[src/rtl/ifetch_npc_if.sv]
// Instruction ROM read bus between the fetch stage and the ROM.
// One-cycle req pulse, rvalid returns the word some cycles later.
interface ifetch_npc_if #(
    parameter int ADDR_W = 14
);
    logic              irom_req;
    logic [ADDR_W-1:0] irom_addr;
    logic              irom_rvalid;
    logic [31:0]       irom_rdata;

    modport master (
        output irom_req,
        output irom_addr,
        input  irom_rvalid,
        input  irom_rdata
    );

    modport slave (
        input  irom_req,
        input  irom_addr,
        output irom_rvalid,
        output irom_rdata
    );
endinterface

[src/rtl/ifetch_npc.sv]
// Fetch / next-PC stage: owns the PC, fetches from the instruction ROM,
// holds the instruction for decode and steps the PC on each commit.
module ifetch_npc #(
    parameter logic [31:0] RESET_PC = 32'h0000_0000,
    parameter int          ADDR_W   = 14
) (
    input  logic         clk,
    input  logic         rst_n,
    input  logic [1:0]   npc_op,
    input  logic         br,
    input  logic [31:0]  imm,
    input  logic [31:0]  alu_c,
    input  logic         commit,
    ifetch_npc_if.master irom,
    output logic [31:0]  inst,
    output logic         inst_valid,
    output logic [31:0]  pc,
    output logic [31:0]  pc4,
    output logic         trap
);
    localparam logic [31:0] NOP = 32'h0000_0013;

    typedef enum logic [2:0] {
        S_BOOT,
        S_REQ,
        S_WAIT,
        S_EXEC,
        S_HALT
    } state_t;

    state_t      state_q, state_d;
    logic [31:0] pc_q, pc_d;
    logic [31:0] inst_q, inst_d;
    logic        iv_q, iv_d;
    logic        trap_q, trap_d;
    logic [31:0] npc;
    logic        req;

    always_ff @(posedge clk or negedge rst_n) begin
        if (!rst_n) begin
            state_q <= S_BOOT;
            pc_q    <= RESET_PC;
            inst_q  <= NOP;
            iv_q    <= 1'b0;
            trap_q  <= 1'b0;
        end else begin
            state_q <= state_d;
            pc_q    <= pc_d;
            inst_q  <= inst_d;
            iv_q    <= iv_d;
            trap_q  <= trap_d;
        end
    end

    always_comb begin
        npc = pc_q + 32'd4;
        unique case (npc_op)
            2'b00: npc = pc_q + 32'd4;
            2'b01: npc = br ? pc_q + imm : pc_q + 32'd4;
            2'b10: npc = pc_q + imm;
            2'b11: npc = alu_c & ~32'h1;
        endcase
    end

    always_comb begin
        state_d = state_q;
        pc_d    = pc_q;
        inst_d  = inst_q;
        iv_d    = iv_q;
        trap_d  = trap_q;
        req     = 1'b0;
        unique case (state_q)
            S_BOOT: state_d = S_REQ;
            S_REQ: begin
                req     = 1'b1;
                state_d = S_WAIT;
            end
            S_WAIT: begin
                if (irom.irom_rvalid) begin
                    inst_d  = irom.irom_rdata;
                    iv_d    = 1'b1;
                    state_d = S_EXEC;
                end
            end
            S_EXEC: begin
                if (commit) begin
                    iv_d = 1'b0;
                    // Word alignment only checks bit 1; bit 0 is always clear
                    if (npc[1]) begin
                        trap_d  = 1'b1;
                        state_d = S_HALT;
                    end else begin
                        pc_d    = npc;
                        state_d = S_REQ;
                    end
                end
            end
            S_HALT: state_d = S_HALT;
            default: state_d = S_HALT;
        endcase
    end

    assign irom.irom_req  = req;
    assign irom.irom_addr = pc_q[ADDR_W+1:2];
    assign inst           = inst_q;
    assign inst_valid     = iv_q;
    assign pc             = pc_q;
    assign pc4            = pc_q + 32'd4;
    assign trap           = trap_q;
endmodule

[src/flat_wrapper.sv]
// flat-port wrapper written by rule: the top's interface ports become plain ports
module ifetch_npc_flat 
#(
    parameter logic [31:0] RESET_PC = 32'h0000_0000,
    parameter int          ADDR_W   = 14
)
  (clk, rst_n, npc_op, br, imm, alu_c, commit, inst, inst_valid, pc, pc4, trap, irom_irom_req, irom_irom_addr, irom_irom_rvalid, irom_irom_rdata);
  ifetch_npc_if #(.ADDR_W(ADDR_W)) irom_i ();
  input  logic clk;
  input  logic rst_n;
  input  logic [1:0] npc_op;
  input  logic br;
  input  logic [31:0] imm;
  input  logic [31:0] alu_c;
  input  logic commit;
  output logic [31:0] inst;
  output logic inst_valid;
  output logic [31:0] pc;
  output logic [31:0] pc4;
  output logic trap;
  output wire logic [$bits(irom_i.irom_req)-1:0] irom_irom_req;
  output wire logic [$bits(irom_i.irom_addr)-1:0] irom_irom_addr;
  input wire logic [$bits(irom_i.irom_rvalid)-1:0] irom_irom_rvalid;
  input wire logic [$bits(irom_i.irom_rdata)-1:0] irom_irom_rdata;
  assign irom_irom_req = irom_i.irom_req;
  assign irom_irom_addr = irom_i.irom_addr;
  assign irom_i.irom_rvalid = irom_irom_rvalid;
  assign irom_i.irom_rdata = irom_irom_rdata;
  ifetch_npc #(.RESET_PC(RESET_PC), .ADDR_W(ADDR_W)) u_core (.clk(clk), .rst_n(rst_n), .npc_op(npc_op), .br(br), .imm(imm), .alu_c(alu_c), .commit(commit), .irom(irom_i), .inst(inst), .inst_valid(inst_valid), .pc(pc), .pc4(pc4), .trap(trap));
endmodule
[config.mk]
export PLATFORM = sky130hd
export DESIGN_NAME = ifetch_npc_flat
export DESIGN_NICKNAME = d
export VERILOG_FILES = /design/src/rtl/ifetch_npc_if.sv /design/src/rtl/ifetch_npc.sv /design/src/flat_wrapper.sv
export SDC_FILE = /design/constraint.sdc
export NUM_CORES = 1
export LEC_CHECK = 0
export ABC_AREA = 0
export BUFFER_PORTS_ARGS = -buffer_cell sky130_fd_sc_hd__buf_2
export CAP_MARGIN = 20
export CORE_MARGIN = 2
export CORE_UTILIZATION = 50
export CTS_CLUSTER_DIAMETER = 80
export DETAILED_ROUTE_END_ITERATION = 8
export PLACE_DENSITY = 0.88
export SLEW_MARGIN = 20
export SYNTH_ARGS = -nofsm -noshare
export SYNTH_HDL_FRONTEND = slang
export SYNTH_SLANG_ARGS = --single-unit
[constraint.sdc]
create_clock -name clk -period 3.7 [get_ports clk]
set_clock_uncertainty 0.15 [all_clocks]
set_input_delay 0.37 -clock clk [delete_from_list [all_inputs] [get_ports clk]]
set_output_delay 0.37 -clock clk [all_outputs]
set_load 0.01 [all_outputs]
======== Yosys cells after proc, flatten, opt, wreduce, memory -nomap -nowiden ========
Index checks and enable logic that the tools add are counted.
word-level totals
  register bits after elaboration ......... 68
  input port bits ......................... 103
  output and inout port bits .............. 113
cells by class
  equal/unequal tests ..................... 8
  multiplexer cells ....................... 10
  reductions and logical operators ........ 8
  bitwise operators ....................... 1
  $add $sub $neg .......................... 2
operators by type and width
  cell                                                                   number
  32-bit case mux with 4 select lines                                    1
  32-bit by 3-bit adder with 32-bit output, second input constant        1
  32-bit adder                                                           1
  32-bit 2-to-1 mux                                                      1
  3-bit case mux with 4 select lines                                     1
  3-bit 2-to-1 mux                                                       3
  3-bit AND reduction                                                    3
  3-bit by 2-bit equality test with 1-bit output, second input constant  2
  2-bit equality test, second input constant                             2
  2-bit != test, second input constant                                   2
  2-bit AND reduction                                                    2
  3-bit by 1-bit equality test with 1-bit output, second input constant  1
  3-bit logical NOT                                                      1
  1-bit 2-to-1 mux                                                       3
  2-bit by 1-bit equality test with 1-bit output, second input constant  1
  2-bit logical NOT                                                      1
  1-bit case mux with 2 select lines                                     1
  2-bit nonzero test                                                     1
  1-bit NOT                                                              1

======== Depth between registers and ports, before layout ========
Gate-level depths: netlist of run 1.
  depth in word-level cells ............... 6
  gate-level depth with buffers ........... 10
  gate-level depth less buffers ........... 10

======== Worst setup path before layout of run 1 ========
No wires, ideal clock.
  kind .................................... reg2reg
  from .................................... register u_core.pc_q[7], in the netlist u_core.pc[7]
  to ...................................... register u_core.pc_q[28], in the netlist u_core.pc[28]
  setup slack ............................. 917 ps
  setup time .............................. 131 ps
  buffers on the path ..................... 1
  stages on the path, launching flop included .. 11
  data arrival time ....................... 2502 ps
  path through ............................ dfrtp_1 > ha_1 > buf_2 > nand3_1 > or4_1 > a21o_1 > nand3_2 > a21oi_2 > a2bb2oi_1 > and3_1 > or3_1
on the way
  word-level cells in the longest chain between the ends .. 3
  elaborated cells on any way between the ends .. 4
  classes of those cells .................. add/sub (2); mux (2)
ends and longest elaborated chain
  item                                                                             line              source
  start, declared                                                                  ifetch_npc.sv:32  logic [31:0] pc_q, pc_d;
  start signal, assigned                                                           ifetch_npc.sv:48  pc_q <= pc_d;
  32-bit by 3-bit adder with 32-bit output / 32-bit adder (equally long branches)  -
  32-bit 2-to-1 mux                                                                ifetch_npc.sv:59  2'b01: npc = br ? pc_q + imm : pc_q + 32'd4;
  32-bit case mux with 4 select lines *                                            ifetch_npc.sv:57  unique case (npc_op)
Every way passes the cells marked *; elsewhere a longest branch is shown, timed or not.
A chain may end at the register's enable or synchronous reset.

======== Worst setup path after layout of run 1 ========
  from .................................... register u_core.pc_q[3], in the netlist u_core.pc[3]
  to ...................................... output pc4[28]
on the way
  word-level cells in the longest chain between the ends .. 1
ends and longest elaborated chain
  item                                      line                source
  32-bit by 3-bit adder with 32-bit output  -
  end, declared                             flat_wrapper.sv:19  output logic [31:0] pc4;
No other way between the ends.

==> flow_summary.ini, run 1 <==
[run_status]
status = finished clean

[place]
dp_cells = 944
dpl.hpwl_um = 13000
port_buffers = 212
gp_congestion = 0.981

[critical_path]
end_kind = output port
rr_startpoint = u_core.pc[4]
slowest_delay_ns = 0.48
crit_slowest_cell = dfrtp_1
path_delay_family = simple AND/OR/NAND/NOR gates
cp_cell_sequence = ha_1 > nand4_1 > nor3_4 > nand2_2 > nor3_4 > and3_1 > xor2_1 > buf_2
worst-path-max-fanout = 7
required_ns = 3.18
rrSetupSlack_ns = 0.54
ff2ff_path_depth = 9
critPathLaunchType = flop
crit_path_frequent_cell = nor3_4
timing.rr.end = u_core.pc[19]
path_buf_inv = 1
critPathKind = flop to output port
crit_cells = 8
timing.critical_path.arrival_ns = 2.92

[timing]
final_max_slew_viol_count = 0
rsz0062_at_grt = no
fmax_mhz = 290
fin_crit_sh_pct = 93.1
min_period_ns = 3.44
max_slew_margin_pct = 37.1
setup_tns_ns = 0
worstMarginPinSlew_ns = 0.943
setup_viol = 0
finalHoldViolCount = 0

[die]
num_rows = 38
die_w_um = 108
ios = 216
dieArea_mm2 = 0.0118
fp.coreArea_mm2 = 0.0107
floorplan.initialDensity_pct = 50.7
die_h_um = 108

[drt]
wl_per_cell_um = 17.4
drc = 0
wl_um = 16700
vias = 5591
dr.pass1.iters = 5
final_antenna_net_count = 0
drt_iter0_markers = 399
via_per_inst = 5.82

[cells_and_area]
regArea_mm2 = 0.00171
drive_above_1_share_pct = 35.9
area_delta_synth_final_pct = 23.4
multiInputGateArea_mm2 = 0.00346
diodes = 0
nFillCells = 944
final_cells = 960
nets = 950

[synthesis]
synth.yosys.seq_area_share_pct = 31.3
ys_types = 71
synth-seq-cells = 68
synth_common_cells = dfrtp_1, nand2_1, nor2_1
yosys.cell_count.top_type = dfrtp_1
synth_area_mm2 = 0.00545
syn_area_per_cell_um2 = 8.79
synth_top_area_share_pct = 29.8
yosysWarnings = 0
synth_top_area_cell = dfrtp_1
synth_area_leaders = dfrtp_1, ha_1, mux2_2, xnor2_1, a21oi_1
synth_edf_count = 0
yosys_most_used_dff = dfrtp_1
syn_inst = 620
postSynth.asyncResetShare_pct = 100

[clocking]
cts_made_buffers = 9
cts.sink_count = 68
root_buffer = clkbuf_8
cts_resized = 0
path_clk_slew_ns = 0.08
h-tree-depth = 3
cts_tree = done
clk_path_buf_depth = 2
cts_setup_buffers = 0
clock_latency_ns = 0.33
cts_hold_buf = 0

[job]
cap_violations = 0

[power]
vdd_drop_max_v = 0.000419
power_leakage_nw = 3.34
power_density_mw_per_mm2 = 756

[worst_hold_path]
hp-class = primary input to async pin

[global_routing]
grt-ovfl-total = 0
grt_pass1_wl_um = 25300
grt_pass1_vias = 5172
grt_max_degree = 43
grtUsageTotal_pct = 27.4
antenna_found_initial = 0
==> cells in the final DEF (no fill, tap or decap), drive strengths merged, types with 18 or more instances in the layout <==
master / n
xnor2: 29
nand3: 24
buf: 226
dfrtp: 65
xor2: 19
mux2: 32
nor2: 50
nand2: 56
a221oi: 18
a21oi: 44
a21o: 18
o21ai: 34
ha: 32
==> worst max-delay path by stage <==
stage,from,to,slack (ns)
2_1_floorplan,u_core.pc[7],u_core.pc[28],0.92
3_3_place_gp,u_core.pc[4],u_core.pc[19],0.65
3_5_place_dp,u_core.pc[4],u_core.pc[19],0.62
4_1_cts,u_core.pc[2],pc4[28],0.25
5_1_grt,u_core.pc[2],pc4[28],0.12
6_report,u_core.pc[3],pc4[28],0.26
==> metrics by stage <==
step / power, mW / util [%] / setup WS [ns] / cell area (um2) / hold slack [ns]
floorplan: 3.56 / - / 0.917 / 5460 / -0.0756
global placement: 4.46 / 61.0 / 0.650 / 6560 / 0.310
detailed placement: 4.52 / 61.0 / 0.619 / 6560 / 0.314
CTS: 5.08 / 62.6 / 0.248 / 6730 / 0.0340
global route: 5.48 / 62.6 / 0.121 / 6730 / 0.0767
finish: 5.08 / 62.6 / 0.257 / 6730 / 0.0244
==> final cells by class <==
class / instances / area share, %
sequential: 68 / 25.3
multi-input combinational: 497 / 51.5
timing repair buffer: 226 / 17.3
clock buffer: 10 / 1.90
clock inverter: 6 / 0.632
tap: 140 / 2.60
inverter: 13 / 0.725
==> metal layers <==
| metal | vias up | wire, um | global-route usage [%] |
|---|---|---|---|
| met5 | - | 0 | 0 |
| met4 | 0 | 401 | 9.07 |
| met3 | 40 | 1490 | 5.67 |
| met2 | 279 | 7850 | 46.4 |
| met1 | 2599 | 6980 | 34.9 |
| li1 | 2673 | - | - |
==> power by group <==
part / total (mW) / switching (mW) / leakage, nW / internal (mW)
sequential: 1.48 / 0.387 / 0.823 / 1.09
combinational: 3.07 / 1.70 / 2.44 / 1.37
clock: 0.543 / 0.299 / 0.0822 / 0.244
==> logic make-up after synthesis <==
logic type / count (synthesis) / synth area share [%]
adders and majority gates: 32 / 7.34
and+or+nand+nor: 202 / 19.2
muxes: 34 / 6.98
buffers and inverters: 56 / 5.42
xor gates and xnor gates: 48 / 7.85
other: 1 / 0.0688
DFF: 68 / 31.3
AOI/OAI and AO/OA: 179 / 21.9
==> flip-flops by register name (all words and copies together) (netlist names) <==
signal / count
u_core.inst: 32
u_core.inst_valid: 1
u_core.pc: 31
u_core.state_q: 3
u_core.trap: 1
==> worst reg2reg max path, cell delays in order, from the launching register on <==
cell,delay (ns)
dfrtp_1,0.48
ha_1,0.40
o21a_1,0.16
o221ai_1,0.19
o211ai_1,0.29
nand2_1,0.13
o21ai_0,0.59
a31oi_1,0.22
mux2i_1,0.16
a211o_1,0.27
No activity file was read; power rests on OpenSTA's default activity.
==> run 2, diff against run 1 <==
--- a/config.mk
+++ b/config.mk
@@ -5,14 +5,15 @@
 export SDC_FILE = /design/constraint.sdc
 export NUM_CORES = 1
 export LEC_CHECK = 0
-export ABC_AREA = 0
+export ABC_AREA = 1
 export BUFFER_PORTS_ARGS = -buffer_cell sky130_fd_sc_hd__buf_2
 export CAP_MARGIN = 20
 export CORE_MARGIN = 2
-export CORE_UTILIZATION = 50
+export CORE_UTILIZATION = 53
 export CTS_CLUSTER_DIAMETER = 80
 export DETAILED_ROUTE_END_ITERATION = 8
-export PLACE_DENSITY = 0.88
+export GPL_TIMING_DRIVEN = 0
+export PLACE_DENSITY = 0.89
 export SLEW_MARGIN = 20
 export SYNTH_ARGS = -nofsm -noshare
 export SYNTH_HDL_FRONTEND = slang
==> run 2 against run 1 <==
Compared with the run above: die area is 14% higher; wire length grew 35%; sequential share of layout area fell by 4.7 points; register-to-register slack improved by 0.54 ns; critical endpoint is now pc4[12].
==> flow_summary.ini, run 2 <==
[global_routing]
grt-ovfl-total = 0
antenna_found_initial = 0
grtUsageTotal_pct = 34.1
grt_pass1_vias = 7256
grt_pass1_wl_um = 35000
grt_max_degree = 36

[job]
cap_violations = 0

[clocking]
root_buffer = clkbuf_16
cts_tree = done
h-tree-depth = 3
clock_latency_ns = 0.34
cts_setup_buffers = 0
cts_made_buffers = 9
cts.sink_count = 68
path_clk_slew_ns = 0.06
clk_path_buf_depth = 2

[power]
power_density_mw_per_mm2 = 319
vdd_drop_max_v = 0.000323
power_leakage_nw = 5.09

[timing]
min_period_ns = 3.11
final_max_slew_viol_count = 0
rsz0062_at_grt = no
finalHoldViolCount = 0
setup_viol = 0
fmax_mhz = 322
max_slew_margin_pct = 60.9
worst_slack_ns = 0.590
setup_tns_ns = 0
worstMarginPinSlew_ns = 0.586
fin_crit_sh_pct = 84.1

[synthesis]
synth_top_area_share_pct = 24.5
yosysWarnings = 0
yosys.cell_count.top_type = nand2_1
synth_area_leaders = dfrtp_1, nand2_1, inv_1, nand3_1, ha_1
synth_area_mm2 = 0.00665
yosys_most_used_dff = dfrtp_1
ys_types = 42
postSynth.asyncResetShare_pct = 100
synth_edf_count = 0
synth_top_area_cell = dfrtp_1
synth_common_cells = nand2_1, inv_1, nand3_1
synth.yosys.seq_area_share_pct = 25.7
syn_inst = 1091
syn_area_per_cell_um2 = 6.09
synth-seq-cells = 68

[place]
place_ws_ns = 1.06
dpl.hpwl_um = 18700
placed_cell_area_mm2 = 0.00794
gp_congestion = 0.979
port_buffers = 212

[critical_path]
timing.critical_path.arrival_ns = 2.59
ff2ff_path_depth = 11
required_ns = 3.18
critPathKind = flop to output port
end_kind = output port
critPathLaunchType = flop
worst-path-max-fanout = 10

[drt]
final_antenna_net_count = 0
drc = 0
vias = 7646
drt_iter0_markers = 617
dr.pass1.iters = 5
wl_per_cell_um = 15.1
wl_um = 22500
via_per_inst = 5.13

[die]
num_rows = 40
die_w_um = 116
fp.coreArea_mm2 = 0.0121
die_h_um = 116
ios = 216
dieArea_mm2 = 0.0135
floorplan.initialDensity_pct = 54.9

[run_status]
status = finished clean

[cells_and_area]
largest_reg_flops = 32
area_delta_synth_final_pct = 24.3
stdcell_area_mm2 = 0.00826
final_common_cell = nand2_1
diodes = 0
layout_common_cells = nand2_1, buf_2, inv_1
utilization_pct = 68.2
drive_above_1_share_pct = 23.4
nets = 1452

[worst_hold_path]
hold_depth = 2
hp-class = primary input to flop
[run 2: changes by cell type after synthesis, sizes merged, moves of 14 or more]
cell | previous run | this run
nand2 | 56 | 410
inv | 13 | 212
nand3 | 24 | 88
nor2 | 50 | 82
xnor2 | 29 | 8
a221oi | 18 | 0
a21o | 18 | 1
a21oi | 44 | 28
a31oi | 15 | 0
and3 | 15 | 1
[run 2: timing repair]
item | 4_1_cts | 5_1_grt
hold endpoints to repair | 30 | 0
resized for setup | 0 | 0
hold buffers | 1 | 0
[run 2: worst paths after layout]
| path | from | endpoint | slack [ns] |
|---|---|---|---|
| worst max-delay path | u_core.pc[2] | pc4[12] | 0.59 |
| worst min-delay path | irom_irom_rdata[13] | u_core.inst[13] | 0.11 |
| worst max register to register | u_core.pc[2] | u_core.pc[12] | 1.08 |
| worst min register to register | u_core.trap | u_core.trap | 0.31 |
| max in group asynchronous | rst_n | u_core.inst_valid | 2.44 |
| min in group asynchronous | rst_n | u_core.pc[26] | 0.41 |
[run 2: cells by family after synthesis]
family | synth area share (%)
and+or+nand+nor | 39.0
buffers and inverters | 15.0
AOI/OAI and AO/OA | 6.03
DFF | 25.7
adders and majority gates | 6.03
muxes | 5.42
xor gates and xnor gates | 2.77
other | 0.0564
[run 2: report_power, final]
group / internal (mW) / switching (mW)
sequential: 0.770 / 0.0666
combinational: 0.336 / 0.561
clock: 0.532 / 0.366
[run 2: routing by layer]
| layer | GRT usage (%) | wire length, um | vias to the layer above |
|---|---|---|---|
| li1 | - | - | 3795 |
| met5 | 0 | 0 | - |
| met3 | 6.80 | 2140 | 41 |
| met1 | 42.2 | 9010 | 3440 |
| met4 | 12.3 | 628 | 0 |
| met2 | 59.2 | 10700 | 370 |
[run 2: area by class of cell]
cell class                      instances  area [um2]
Clock inverter                          7        83.8
Fill cell                            1145        3850
Clock buffer                            9         225
Buffer                                 32         201
Multi-Input combinational cell        780        3940
Sequential cell                        68        1710
Timing Repair Buffer                  214        1090
Inverter                              212         798
Tap cell                              168         210
[run 2: worst max-delay path, cell delays in order (launching register included)]
cell and delay (ns):
dfrtp_1 0.60, ha_1 0.37, nand3_2 0.15, inv_1 0.20, nand2_1 0.13, nor2_1 0.32
xor2_1 0.22, inv_1 0.11, buf_2 0.15
[run 2: through the flow]
step / total power, mW / cells / hold WS [ns]
final: 2.63 / 1490 / 0.107
after global routing: 2.78 / 1490 / 0.106
after CTS: 2.62 / 1490 / 0.106
after detailed placement: 1.73 / 1473 / 0.194
after global placement: 1.71 / 1472 / 0.293
after floorplan: 1.40 / 1092 / -0.0756
